--- config.mk ---
export PLATFORM = sky130hd
export DESIGN_NAME = pipe_hazard_ctrl
export DESIGN_NICKNAME = d
export VERILOG_FILES = /design/src/rtl/pipe_hazard_ctrl_pkg.sv /design/src/rtl/pipe_hazard_ctrl_hazard_detect.sv /design/src/rtl/pipe_hazard_ctrl.sv
export SDC_FILE = /design/constraint.sdc
export NUM_CORES = 1
export LEC_CHECK = 0
export BUFFER_PORTS_ARGS = -buffer_cell sky130_fd_sc_hd__buf_4
export CORE_UTILIZATION = 30
export CTS_BUF_LIST = sky130_fd_sc_hd__clkbuf_2 sky130_fd_sc_hd__clkbuf_4 sky130_fd_sc_hd__clkbuf_8
export DETAILED_ROUTE_END_ITERATION = 16
export HOLD_SLACK_MARGIN = 0.02
export PLACE_DENSITY = 0.52
export SYNTH_ARGS = -nofsm -noshare
export SYNTH_HDL_FRONTEND = slang
export SYNTH_SLANG_ARGS = --single-unit
--- constraint.sdc ---
create_clock -name clk_i -period 2.6 [get_ports clk_i]
set_clock_uncertainty 0.05 [all_clocks]
set_input_delay 0.13 -clock clk_i [delete_from_list [all_inputs] [get_ports clk_i]]
set_output_delay 0.13 -clock clk_i [all_outputs]
set_load 0.02 [all_outputs]
--- src/rtl/pipe_hazard_ctrl_pkg.sv ---
// Shared types and constants for the pipeline stall/flush sequencer.
package pipe_hazard_ctrl_pkg;

    // Data-memory access sequencer states
    typedef enum logic {
        ST_IDLE = 1'b0,
        ST_BUSY = 1'b1
    } mem_state_e;

    // Register r0 is hard-wired to zero and never creates a dependency
    localparam logic [4:0] REG_ZERO = 5'd0;

    // Default parameter values for the top level
    localparam int DEF_MEM_TIMEOUT = 64;
    localparam int DEF_CNT_W       = 32;

endpackage

--- src/rtl/pipe_hazard_ctrl_hazard_detect.sv ---
// Load-use hazard detector: a load in EX whose destination feeds the
// instruction currently in ID.
module hazard_detect
    import pipe_hazard_ctrl_pkg::*;
(
    input  logic       idex_memread,
    input  logic [4:0] idex_rt,
    input  logic [4:0] ifid_rs,
    input  logic [4:0] ifid_rt,
    output logic       lu
);

    // Writes to r0 are discarded, so they never cause a stall
    always_comb begin
        lu = idex_memread && (idex_rt != REG_ZERO) &&
             ((idex_rt == ifid_rs) || (idex_rt == ifid_rt));
    end

endmodule

--- src/rtl/pipe_hazard_ctrl.sv ---
// Central stall/flush sequencer for a 5-stage pipeline: load-use stalls,
// taken-branch flushes, and a req/ack freeze for multi-cycle MEM accesses.
module pipe_hazard_ctrl
    import pipe_hazard_ctrl_pkg::*;
#(
    parameter int MEM_TIMEOUT = DEF_MEM_TIMEOUT,
    parameter int CNT_W       = DEF_CNT_W
) (
    input  logic             clk_i,
    input  logic             rst_i,
    input  logic             IDEX_MemRead_i,
    input  logic [4:0]       IDEX_Rt_i,
    input  logic [4:0]       IFID_Rs_i,
    input  logic [4:0]       IFID_Rt_i,
    input  logic             BranchTaken_i,
    input  logic             EXMEM_MemRead_i,
    input  logic             EXMEM_MemWrite_i,
    input  logic             mem_ack_i,
    output logic             PC_write_o,
    output logic             IFID_write_o,
    output logic             IFID_flush_o,
    output logic             IDEX_bubble_o,
    output logic             pipe_en_o,
    output logic             mem_req_o,
    output logic             err_o,
    output logic [CNT_W-1:0] lu_stall_cnt_o,
    output logic [CNT_W-1:0] mem_stall_cnt_o
);

    localparam int             TO_W    = (MEM_TIMEOUT > 2) ? $clog2(MEM_TIMEOUT) : 1;
    localparam logic [TO_W-1:0] TO_LAST = TO_W'(MEM_TIMEOUT - 1);

    mem_state_e       state_reg, state_next;
    logic [TO_W-1:0]  to_cnt_reg, to_cnt_next;
    logic             err_reg, err_next;
    logic [CNT_W-1:0] lu_cnt_reg, mem_cnt_reg;

    logic mem_pending;
    logic freeze;
    logic lu;

    hazard_detect u_hazard_detect (
        .idex_memread (IDEX_MemRead_i),
        .idex_rt      (IDEX_Rt_i),
        .ifid_rs      (IFID_Rs_i),
        .ifid_rt      (IFID_Rt_i),
        .lu           (lu)
    );

    // Pipeline is frozen while a memory access is outstanding; the ack cycle
    // itself advances so EX/MEM can pick up the next instruction.
    always_comb begin
        mem_pending = EXMEM_MemRead_i || EXMEM_MemWrite_i;
        freeze      = ((state_reg == ST_IDLE) && mem_pending) ||
                      ((state_reg == ST_BUSY) && !mem_ack_i);
    end

    // Next-state logic for the access sequencer and its timeout watchdog
    always_comb begin
        state_next  = state_reg;
        to_cnt_next = to_cnt_reg;
        err_next    = err_reg;
        case (state_reg)
            ST_IDLE: begin
                // ack is meaningless without an outstanding request
                if (mem_pending) begin
                    state_next  = ST_BUSY;
                    to_cnt_next = '0;
                end
            end
            ST_BUSY: begin
                if (mem_ack_i) begin
                    state_next = ST_IDLE;
                end else begin
                    // Saturate so a dead memory keeps err set without wrapping
                    if (to_cnt_reg != TO_LAST) begin
                        to_cnt_next = to_cnt_reg + TO_W'(1);
                    end
                    if (to_cnt_next == TO_LAST) begin
                        err_next = 1'b1;
                    end
                end
            end
            default: state_next = ST_IDLE;
        endcase
    end

    // State, watchdog and error flag registers
    always_ff @(posedge clk_i) begin
        if (rst_i) begin
            state_reg  <= ST_IDLE;
            to_cnt_reg <= '0;
            err_reg    <= 1'b0;
        end else begin
            state_reg  <= state_next;
            to_cnt_reg <= to_cnt_next;
            err_reg    <= err_next;
        end
    end

    // Stall performance counters; both wrap naturally
    always_ff @(posedge clk_i) begin
        if (rst_i) begin
            lu_cnt_reg  <= '0;
            mem_cnt_reg <= '0;
        end else begin
            if (!freeze && lu) begin
                lu_cnt_reg <= lu_cnt_reg + CNT_W'(1);
            end
            if (freeze) begin
                mem_cnt_reg <= mem_cnt_reg + CNT_W'(1);
            end
        end
    end

    // Output priority: reset > memory freeze > load-use > taken branch
    always_comb begin
        PC_write_o    = 1'b1;
        IFID_write_o  = 1'b1;
        IFID_flush_o  = 1'b0;
        IDEX_bubble_o = 1'b0;
        pipe_en_o     = 1'b1;
        mem_req_o     = 1'b0;
        if (rst_i) begin
            PC_write_o   = 1'b0;
            IFID_write_o = 1'b0;
            pipe_en_o    = 1'b0;
        end else begin
            mem_req_o = ((state_reg == ST_IDLE) && mem_pending) ||
                        (state_reg == ST_BUSY);
            if (freeze) begin
                PC_write_o   = 1'b0;
                IFID_write_o = 1'b0;
                pipe_en_o    = 1'b0;
            end else if (lu) begin
                // Branch operands are not ready yet, so a taken branch waits
                PC_write_o    = 1'b0;
                IFID_write_o  = 1'b0;
                IDEX_bubble_o = 1'b1;
            end else if (BranchTaken_i) begin
                IFID_flush_o = 1'b1;
            end
        end
    end

    assign err_o           = err_reg;
    assign lu_stall_cnt_o  = lu_cnt_reg;
    assign mem_stall_cnt_o = mem_cnt_reg;

endmodule

==> reports/metrics.csv <==
stage;metric;value;unit
status;outcome;finished clean;
timing;slew_headroom;0.3120;
place;portBuffers;92;
critical_path;max_stage_delay;0.55;ns
floorplanning;floorplan.die_area;0.01310;sq mm
critical_path;path_cells;nand4_2 > or4_1 > or4_4 > nor3_1 > mux2_2;
synthesis;syn_nets;490;
critical_path;start_kind;flop;
synthesis;synth_area_leaders;dfxtp_1 38%, xnor2_1 5.1%, nor2_1 4.7%;
final_layout;final_area;0.004858;sq mm
power_and_ir_drop;leakage;1.754;nW
timing;final.setup.tns;0;ns
synthesis;avgSynthCellArea;8.156;sq um
final_layout;nets;575;
final_layout;fin_cells;723;
synthesis;synth.largest_area_cell;dfxtp_1;
drt;ant_nets;0;
final_layout;insertedDiodeCount;0;
final_layout;area_growth;28.11;%
critical_path;reg2reg_to;lu_stall_cnt_o[20];
critical_path;crit_buf_inv;0;
min_path;worst_hold_path_type;primary input to flop;
drt;dr_wl_met2;4674;um
cts;cts_buffer_depth;2;
cts;cts.clk_slew.worst_paths;0.08;ns
power_and_ir_drop;peakVddDrop;0.2950;mV
cts;cts_setup_buffers;0;
global_routing;grt_pass1_vias;3409;
place;dpl.cell_count;707;
critical_path;path_class;flop to flop;
critical_path;critPathCaptureType;flop;
drt;drt_wl_total;10150;um
synthesis;yosys_register_bits;72;
drt;met1Wirelength;4726;um
place;placed_cell_area;0.004639;sq mm
floorplanning;initial_core_util;0.3118;
critical_path;cpMaxStageDelayCell;or4_1;
drt;drc;0;
place;hpwl;6924;um
cts;cts_resized;0;
floorplanning;core;0.01216;sq mm
global_routing;grt_max_degree;54;
synthesis;synth_top_area_share;0.3801;
final_layout;regArea;0.001441;sq mm
cts;root_buffer;clkbuf_8;
drt;drt_iter0_markers;202;
floorplanning;die_w;114.4;um
drt;top_layer_used;met4;
synthesis;yosysWarnings;0;
timing;period_share;0.9145;
global_routing;grt_pass1_wl;16400;um
final_layout;drive_gt1_frac;0.2432;
place;place_congestion;0.8181;
drt;routed-via-count;3694;
global_routing;overflow;0;
global_routing;grt_usage;0.1580;
critical_path;critPathRequiredTime;2.81;ns
place;place_ws;0.2505;ns
timing;setup_viol;0;
drt;drt-pass1-iter-count;4;
synthesis;syn_inst;465;
drt;wl_per_cell;14.04;um
critical_path;worst-path-max-fanout;7;
cts;cts_tree;done;
timing;fmax;420.6;MHz
cts;clk_latency;0.37;ns
critical_path;rr_startpoint;lu_stall_cnt_o[7];
min_path;min_to;err_o;
drt;vias_per_cell;5.109;
timing;rsz0062_at_grt;no;
floorplanning;num_rows;40;
cts;cts_sinks;72;
cts;h-tree-depth;3;
synthesis;ys_types;45;
global_routing;antenna_found_initial;0;
timing;fin_ws;0.2223;ns
floorplanning;ios;93;
floorplanning;die_y;114.4;um
synthesis;syn-cell-area;0.003792;sq mm
critical_path;rrSetupSlack;0.22;ns
timing;min_period;2.378;ns
final_layout;final_core_util;0.3995;
run;cap_violations;0;
critical_path;reg2regPathDepth;5;
drt;met3WireLength;636;um
power_and_ir_drop;power_density;472.2;mW/mm^2
timing;worstMarginPinSlew;1.032;ns
synthesis;ys_seq_area_frac;0.3801;
timing;hold_viol;0;
cts;postCtsHoldBufs;0;
critical_path;crit_family;simple AND/OR/NAND/NOR gates;
final_layout;multi_input_area;0.002181;sq mm
timing;finalMaxSlewViolations;0;
min_path;hp-start;mem_ack_i;
min_path;holdPathStages;4;
critical_path;cp.arrival;2.59;ns
cts;cts_made_buffers;9;
final_layout;fillers;1260;
==> logic make-up after synthesis <==
kind of cell | share of synthesized area
and+or+nand+nor | 0.3303
xor gates and xnor gates | 0.07852
AOI/OAI and AO/OA | 0.1254
muxes | 0.02969
DFF | 0.3801
buffers and inverters | 0.04619
adders and majority gates | 0.009899
==> placed cells by master (no fill, tap or decap), types with 2 or more instances in the layout <==
cell / netlist / routed
o22ai_1: 2 / 2
nand2b_1: 4 / 4
a21oi_1: 35 / 35
and4_1: 8 / 8
bufinv_16: 0 / 2
or4_1: 21 / 21
nand2_1: 32 / 32
dfxtp_1: 72 / 72
xnor2_1: 22 / 22
clkbuf_8: 0 / 9
o31ai_1: 18 / 18
xor2_1: 12 / 12
o21ai_0: 13 / 13
or3_1: 11 / 11
nand3b_1: 2 / 2
inv_1: 15 / 15
nand4_1: 15 / 15
nand4_2: 2 / 2
nor3_1: 18 / 18
nor4_1: 16 / 16
and3_1: 5 / 5
or4_4: 3 / 3
nand3_1: 20 / 20
ha_1: 3 / 3
clkinv_2: 0 / 2
mux2_2: 10 / 10
a31oi_1: 2 / 2
nor2_1: 47 / 47
nor2b_1: 13 / 13
buf_4: 1 / 100
and2_1: 5 / 5
==> worst min-delay path, stage by stage <==
cell,delay [ns]
buf_4,0.09
nor2b_1,0.08
a31oi_1,0.15
nor2_1,0.05
==> synthesized netlist by cell type, drive strengths merged <==
cell type,n
o21ai,14
a32o,1
a31oi,2
a32oi,1
a211o,1
nand3b,2
clkbuf,18
xnor2,22
a22o,1
o31ai,18
buf,8
xor2,12
mux2,10
nand4,17
o22ai,2
and4,8
nor2,47
and2,5
ha,3
nor4b,1
inv,15
a22oi,1
or2,1
o41ai,1
or3,11
nor3,19
nor2b,13
nor4,16
nor3b,1
a21o,1
nand3,20
and3,5
dfxtp,72
nand2,32
or4,24
a21oi,35
a21bo,1
nand2b,4
==> worst max path at each step <==
| stage | startpoint | to | slack, ns | depth (start not counted) |
|---|---|---|---|---|
| global route | lu_stall_cnt_o[11] | lu_stall_cnt_o[22] | 0.13 | 5 |
| detailed placement | lu_stall_cnt_o[8] | lu_stall_cnt_o[20] | 0.25 | 5 |
| global placement | state_reg | lu_stall_cnt_o[29] | 0.30 | 5 |
| CTS | lu_stall_cnt_o[8] | lu_stall_cnt_o[20] | 0.25 | 5 |
| floorplan | lu_stall_cnt_o[8] | lu_stall_cnt_o[22] | 0.31 | 5 |
| finish | lu_stall_cnt_o[7] | lu_stall_cnt_o[20] | 0.22 | 5 |
==> metrics by stage <==
stage	hold slack (ns)	total power, W
detailed placement	0.4317	0.001315
floorplan	0.3454	0.001243
finish	0.1179	0.002294
CTS	0.09928	0.002337
global route	0.1537	0.002405
global placement	0.4165	0.001312
==> layout make-up <==
cell class / count / share of cell area
Inverter: 15 / 0.01159
Clock buffer: 9 / 0.02550
Sequential cell: 72 / 0.2967
Multi-Input combinational cell: 352 / 0.4489
Clock inverter: 7 / 0.01957
Timing Repair Buffer: 100 / 0.1545
Tap cell: 168 / 0.04327
==> metal layers <==
layer / global-route usage / vias up
met5: 0 / -
met4: 0.04848 / 0
met3: 0.06300 / 11
met2: 0.2578 / 91
met1: 0.1904 / 1731
li1: - / 1861
==> where the power goes <==
part | internal (W) | total [W] | switching (W)
registers | 0.00111 | 0.00112 | 0.0000127
logic | 0.0000644 | 0.000166 | 0.000102
clock network | 0.000541 | 0.00101 | 0.000464
total | 0.00172 | 0.00229 | 0.000578
Note: power is estimated with default switching activity, not from simulation.
